--- config.mk ---
export PLATFORM = sky130hd
export DESIGN_NAME = mdu_issue_queue_flat
export DESIGN_NICKNAME = d
export VERILOG_FILES = /design/src/rtl/mdu_issue_queue_if.sv /design/src/rtl/mdu_issue_queue.sv /design/src/flat_wrapper.sv
export SDC_FILE = /design/constraint.sdc
export NUM_CORES = 1
export LEC_CHECK = 0
export CORE_ASPECT_RATIO = 0.7
export CORE_MARGIN = 3
export CORE_UTILIZATION = 55
export CTS_CLUSTER_DIAMETER = 40
export DETAILED_ROUTE_END_ITERATION = 8
export DONT_BUFFER_PORTS = 1
export GPL_TIMING_DRIVEN = 0
export HOLD_SLACK_MARGIN = 0.02
export PLACE_DENSITY = 0.7
export REMOVE_ABC_BUFFERS = 1
export SKIP_LAST_GASP = 1
export SLEW_MARGIN = 20
export SYNTH_ARGS = -nofsm -noshare
export SYNTH_HDL_FRONTEND = slang
export SYNTH_SLANG_ARGS = --single-unit
--- constraint.sdc ---
create_clock -name clk -period 7.9 [get_ports clk]
set_input_delay 0.79 -clock clk [delete_from_list [all_inputs] [get_ports clk]]
set_output_delay 0.79 -clock clk [all_outputs]
set_load 0.01 [all_outputs]
--- src/rtl/mdu_issue_queue_if.sv ---
// Request, result and MDU start/busy signals of mdu_issue_queue.
// The slave side is the queue; the master side is the pipeline plus MDU.
interface mdu_issue_queue_if;
    logic        in_valid;
    logic [3:0]  in_op;
    logic [31:0] in_a;
    logic [31:0] in_b;
    logic        in_ready;
    logic        mdu_start;
    logic [3:0]  mdu_op;
    logic [31:0] mdu_a;
    logic [31:0] mdu_b;
    logic        mdu_busy;
    logic [31:0] mdu_out;
    logic        res_valid;
    logic [31:0] res_data;
    logic        res_ready;
    logic        idle;
    logic        err;

    modport slave (
        input  in_valid, in_op, in_a, in_b, mdu_busy, mdu_out, res_ready,
        output in_ready, mdu_start, mdu_op, mdu_a, mdu_b, res_valid, res_data, idle, err
    );

    modport master (
        output in_valid, in_op, in_a, in_b, mdu_busy, mdu_out, res_ready,
        input  in_ready, mdu_start, mdu_op, mdu_a, mdu_b, res_valid, res_data, idle, err
    );
endinterface

--- src/rtl/mdu_issue_queue.sv ---
// FIFO of multiply/divide-class ops issued one at a time to the MDU.
// mfhi/mflo results are returned through a one-entry valid/ready register.
module mdu_issue_queue #(
    parameter int DEPTH = 4
) (
    input logic              clk,
    input logic              reset,
    mdu_issue_queue_if.slave bus
);
    localparam int AW = $clog2(DEPTH);

    localparam logic [3:0] OP_MULT  = 4'd1;
    localparam logic [3:0] OP_MULTU = 4'd2;
    localparam logic [3:0] OP_DIV   = 4'd3;
    localparam logic [3:0] OP_DIVU  = 4'd4;
    localparam logic [3:0] OP_MFHI  = 4'd5;
    localparam logic [3:0] OP_MFLO  = 4'd6;
    localparam logic [3:0] OP_MTHI  = 4'd7;
    localparam logic [3:0] OP_MTLO  = 4'd8;

    typedef enum logic [1:0] {IDLE, CHK, RUN} state_t;

    logic [3:0]  q_op [DEPTH];
    logic [31:0] q_a  [DEPTH];
    logic [31:0] q_b  [DEPTH];
    logic [AW:0] wr_ptr, rd_ptr;
    logic        empty, full, push, pop;

    state_t      state, state_nxt;
    logic        start, res_load, chk_fail, err_q;
    logic [3:0]  op_o;
    logic [31:0] a_o, b_o;
    logic [3:0]  head_op;
    logic [31:0] head_a, head_b;
    logic        res_valid_q;
    logic [31:0] res_data_q;

    // Extra pointer bit distinguishes full from empty when the indices match.
    assign empty   = (wr_ptr == rd_ptr);
    assign full    = (wr_ptr[AW-1:0] == rd_ptr[AW-1:0]) && (wr_ptr[AW] != rd_ptr[AW]);
    assign push    = bus.in_valid && !full;
    assign head_op = q_op[rd_ptr[AW-1:0]];
    assign head_a  = q_a[rd_ptr[AW-1:0]];
    assign head_b  = q_b[rd_ptr[AW-1:0]];

    always_ff @(posedge clk) begin
        if (reset) begin
            wr_ptr <= '0;
            rd_ptr <= '0;
        end else begin
            if (push) wr_ptr <= wr_ptr + (AW+1)'(1);
            if (pop)  rd_ptr <= rd_ptr + (AW+1)'(1);
        end
    end

    always_ff @(posedge clk) begin
        if (push) begin
            q_op[wr_ptr[AW-1:0]] <= bus.in_op;
            q_a[wr_ptr[AW-1:0]]  <= bus.in_a;
            q_b[wr_ptr[AW-1:0]]  <= bus.in_b;
        end
    end

    always_ff @(posedge clk) begin
        if (reset) begin
            state <= IDLE;
            err_q <= 1'b0;
        end else begin
            state <= state_nxt;
            if (chk_fail) err_q <= 1'b1;
        end
    end

    // RUN with busy low behaves exactly like IDLE, so both share the issue decode.
    always_comb begin
        state_nxt = state;
        pop       = 1'b0;
        res_load  = 1'b0;
        start     = 1'b0;
        chk_fail  = 1'b0;
        op_o      = 4'd0;
        a_o       = 32'd0;
        b_o       = 32'd0;
        case (state)
            CHK: begin
                if (bus.mdu_busy) begin
                    state_nxt = RUN;
                end else begin
                    chk_fail  = 1'b1;
                    state_nxt = IDLE;
                end
            end
            IDLE, RUN: begin
                if (!bus.mdu_busy) begin
                    state_nxt = IDLE;
                    if (!empty) begin
                        case (head_op)
                            OP_MULT, OP_MULTU, OP_DIV, OP_DIVU: begin
                                start     = 1'b1;
                                op_o      = head_op;
                                a_o       = head_a;
                                b_o       = head_b;
                                pop       = 1'b1;
                                state_nxt = CHK;
                            end
                            OP_MTHI, OP_MTLO: begin
                                op_o = head_op;
                                a_o  = head_a;
                                b_o  = head_b;
                                pop  = 1'b1;
                            end
                            OP_MFHI, OP_MFLO: begin
                                // A read only issues if its result has somewhere to land.
                                if (!res_valid_q || bus.res_ready) begin
                                    op_o     = head_op;
                                    a_o      = head_a;
                                    b_o      = head_b;
                                    pop      = 1'b1;
                                    res_load = 1'b1;
                                end
                            end
                            default: pop = 1'b1;
                        endcase
                    end
                end
            end
            default: state_nxt = IDLE;
        endcase
    end

    always_ff @(posedge clk) begin
        if (reset) begin
            res_valid_q <= 1'b0;
            res_data_q  <= 32'd0;
        end else if (res_load) begin
            res_valid_q <= 1'b1;
            res_data_q  <= bus.mdu_out;
        end else if (res_valid_q && bus.res_ready) begin
            res_valid_q <= 1'b0;
        end
    end

    assign bus.in_ready  = !full;
    assign bus.mdu_start = start;
    assign bus.mdu_op    = op_o;
    assign bus.mdu_a     = a_o;
    assign bus.mdu_b     = b_o;
    assign bus.res_valid = res_valid_q;
    assign bus.res_data  = res_data_q;
    assign bus.idle      = empty && (state == IDLE) && !bus.mdu_busy;
    // A missing busy is flagged already in the CHK cycle, then held sticky.
    assign bus.err       = err_q | chk_fail;
endmodule

--- src/flat_wrapper.sv ---
// flat-port wrapper written by rule: the top's interface ports become plain ports
module mdu_issue_queue_flat 
#(
    parameter int DEPTH = 4
)
  (clk, reset, bus_in_valid, bus_in_op, bus_in_a, bus_in_b, bus_mdu_busy, bus_mdu_out, bus_res_ready, bus_in_ready, bus_mdu_start, bus_mdu_op, bus_mdu_a, bus_mdu_b, bus_res_valid, bus_res_data, bus_idle, bus_err);
  mdu_issue_queue_if bus_i ();
  input logic clk;
  input logic reset;
  input wire logic [$bits(bus_i.in_valid)-1:0] bus_in_valid;
  input wire logic [$bits(bus_i.in_op)-1:0] bus_in_op;
  input wire logic [$bits(bus_i.in_a)-1:0] bus_in_a;
  input wire logic [$bits(bus_i.in_b)-1:0] bus_in_b;
  input wire logic [$bits(bus_i.mdu_busy)-1:0] bus_mdu_busy;
  input wire logic [$bits(bus_i.mdu_out)-1:0] bus_mdu_out;
  input wire logic [$bits(bus_i.res_ready)-1:0] bus_res_ready;
  output wire logic [$bits(bus_i.in_ready)-1:0] bus_in_ready;
  output wire logic [$bits(bus_i.mdu_start)-1:0] bus_mdu_start;
  output wire logic [$bits(bus_i.mdu_op)-1:0] bus_mdu_op;
  output wire logic [$bits(bus_i.mdu_a)-1:0] bus_mdu_a;
  output wire logic [$bits(bus_i.mdu_b)-1:0] bus_mdu_b;
  output wire logic [$bits(bus_i.res_valid)-1:0] bus_res_valid;
  output wire logic [$bits(bus_i.res_data)-1:0] bus_res_data;
  output wire logic [$bits(bus_i.idle)-1:0] bus_idle;
  output wire logic [$bits(bus_i.err)-1:0] bus_err;
  assign bus_i.in_valid = bus_in_valid;
  assign bus_i.in_op = bus_in_op;
  assign bus_i.in_a = bus_in_a;
  assign bus_i.in_b = bus_in_b;
  assign bus_i.mdu_busy = bus_mdu_busy;
  assign bus_i.mdu_out = bus_mdu_out;
  assign bus_i.res_ready = bus_res_ready;
  assign bus_in_ready = bus_i.in_ready;
  assign bus_mdu_start = bus_i.mdu_start;
  assign bus_mdu_op = bus_i.mdu_op;
  assign bus_mdu_a = bus_i.mdu_a;
  assign bus_mdu_b = bus_i.mdu_b;
  assign bus_res_valid = bus_i.res_valid;
  assign bus_res_data = bus_i.res_data;
  assign bus_idle = bus_i.idle;
  assign bus_err = bus_i.err;
  mdu_issue_queue #(.DEPTH(DEPTH)) u_core (.clk(clk), .reset(reset), .bus(bus_i));
endmodule
==> results by group <==
Placement
  • Pre-CTS setup slack: 3.40 ns
  • Placed cells: 972
  • # port buffers: 0
  • Post-Place Cell Area: 0.0129 mm^2
  • GP Congestion: 0.750
  • DP HPWL: 15.8 mm

Synth
  • FFs w/ async S/R, synth: 0
  • Avg Inst Size Synth: 16.9 um^2
  • Post-Synth Adder-Cell Area: 0.00502
  • Number of flops mapped to enable cells by yosys: 272
  • Netlist cell types: 40
  • Seq/Total Area, Yosys: 0.726
  • Synth Area in Simple Gates: 0.0692
  • Largest family of logic cells by synthesized area: multiplexers
  • Synth Register Bits: 316
  • Synth warnings: 0
  • Syn Inst Count: 736
  • Xor/xnor share of the synthesized area: 0.00632
  • Synth Area in Compound Gates: 0.0434
  • Synth Cell Area: 0.0125 mm^2
  • Most used DFF post-synth: edfxtp_1
  • Mux cell area share after synthesis: 0.127

Route
  • DR iter-0 viols: 494
  • Total wire length: 25.0 mm
  • Routed vias: 6545
  • DRT Pass-1 Iters: 7
  • DRC: 0
  • Routed wire per std cell: 24.3 um
  • Vias/cell: 6.36
  • Final ANT Viol Nets: 0

Clock tree
  • Worst-skew pair later-pin latency: 0.55 ns
  • CTS buffer count: 31
  • Post-cts hold buffer count: 0
  • Clk sink count: 316
  • Root Driver: clkbuf_16
  • Clock-pin slew on the worst setup and hold paths: 0.07 ns
  • CTS max path bufs: 3
  • CTS tree: yes
  • PostCTS Resize Cnt: 0
  • # H-tree levels: 1
  • Postcts setup bufs: 0

Die
  • Die height: 132 um
  • Die width: 186 um
  • Initial Util: 0.568
  • Io pins: 210
  • Core area: 0.0220 mm^2
  • Die footprint: 0.0245 mm^2
  • Core Rows: 45

STA
  • Max Freq: 199 MHz
  • Final slew viol count: 0
  • Worst Skew: 0.0210 ns
  • Tmin final: 5.02 ns
  • Worst Max-Slew Pin Slew: 0.921 ns
  • Period utilisation layout: 0.636
  • Relative slew slack: 0.385
  • Min Hold Slack: 0.320 ns
  • Final setup viols: 0
  • RSZ-0062 raised after global routing: no
  • Final worst slack: 2.88 ns
  • Hold Vio Cnt, Final: 0

Power
  • Maximum VDD drop: 0.212 mV
  • Post-layout power: 4.04 mW
  • P_leak: 4.47 nW
  • PD cells: 290 mW/mm^2

Global route
  • Congestion Overflow GR: 0
  • Total GRT Usage: 0.202
  • Antenna violations before repair: 0
  • Pin count of the biggest net entering global routing: 46
  • Vias in the first global route: 6796
  • Global-route wire length before repair: 38.9 mm

Final layout
  • Finished Layout Cells: 1029
  • Most frequent cells in the layout: edfxtp_1, nor2_1, mux4_2
  • Layout fillers: 1523
  • N_diodes: 0
  • Net count reported at finish: 833
  • Final Instance Area: 0.0139 mm^2
  • Commonest non-fill, non-tap cell in the layout: edfxtp_1
  • Area delta synth->final: 11.7%
  • Layout cells sized above 1: 0.199

Critical path
  • Critical path destination: bus_mdu_b[22]
  • Worst Path Max Fanout: 36
  • Worst endpoint required time: 7.11 ns
  • CP Launch Type: register
  • R2R cell count: 5
  • CP endpoint kind: output pin
  • R2R Setup Slk: 4.70 ns
  • Crit path DAT: 4.23 ns
  • CP Class: register to output pin

Run
  • Max_cap viols: 0

Run status
  • Outcome: complete, no violations

Min path
  • Worst Hold Class: primary input to register
cells in the mapped netlist (all sizes together) (6+ instances only):
cell type | n | area [um^2]
a21oi | 34 | 170
buf | 14 | 95.1
clkbuf | 45 | 169
dfxtp | 44 | 881
edfxtp | 272 | 8170
inv | 6 | 22.5
mux4 | 68 | 1530
nand2 | 64 | 240
nand4 | 32 | 200
nor2 | 71 | 267
nor2b | 6 | 37.5
o41ai | 32 | 280
xnor2 | 6 | 52.6
power breakdown:
part | internal [mW] | leakage, nW | switching [mW]
logic | 0.254 | 1.12 | 0.373
registers | 1.90 | 2.85 | 0.0518
clock network | 0.853 | 0.497 | 0.605
layer usage:
metal | share of wire | GRT usage | vias up
met5 | 0 | 0 | -
met4 | 0.024 | 0.0529 | 0
met3 | 0.096 | 0.0681 | 54
met2 | 0.49 | 0.330 | 268
met1 | 0.39 | 0.264 | 3345
li1 | - | - | 2878
worst max-delay path, stage by stage, from the launching register on:
cell     delay (ns)
dfxtp_4        0.63
buf_16         0.29
mux4_2         0.68
xor2_4         0.78
a311o_2        0.76
buf_16         0.24
buf_16         0.17
nor2_1         0.11
sequential cells by signal, indices dropped and copies added, names as in the netlist, named ones only:
| name | count |
|---|---|
| u_core.rd_ptr | 3 |
| u_core.q_op | 16 |
| u_core.err_q | 1 |
| u_core.q_b | 128 |
| u_core.bus.res_data | 32 |
| u_core.bus.res_valid | 1 |
| u_core.wr_ptr | 3 |
| u_core.state | 2 |
| u_core.q_a | 128 |
layout make-up:
type,instances,area [um^2],area share
clock buffer,40,840,0.0603
clock inverter,17,185,0.0133
tap,282,353,0.0253
timing repair buffer,13,268,0.0192
inverter,6,22.5,0.00162
sequential,316,9060,0.650
multi-input combinational,355,3200,0.230
worst min-delay path by stage:
stage / from / end / cells past startpoint
after global routing: reset / u_core.bus.res_data[28] / 1
after global placement: u_core.bus.res_data[16] / u_core.bus.res_data[16] / 2
after floorplan: u_core.bus.res_data[0] / u_core.bus.res_data[0] / 2
after detailed placement: u_core.bus.res_data[21] / u_core.bus.res_data[21] / 2
after CTS: reset / u_core.bus.res_data[27] / 1
final: reset / u_core.bus.res_valid / 1
through the flow:
| step | util | setup TNS [ns] |
|---|---|---|
| after floorplan | - | 0 |
| after global placement | 0.572 | -149.66 |
| after detailed placement | 0.587 | 0 |
| after CTS | 0.634 | 0 |
| after global routing | 0.634 | 0 |
| final | 0.634 | 0 |
kinds of logic (layout without fill, tap and decap cells):
logic type	Yosys count	in the layout
muxes	73	73
adders and majority gates	5	5
AOI/OAI and AO/OA	77	77
DFF	316	316
buffers and inverters	65	76
xor gates and xnor gates	9	9
and+or+nand+nor	191	191
(Power assumes the default switching activity.)
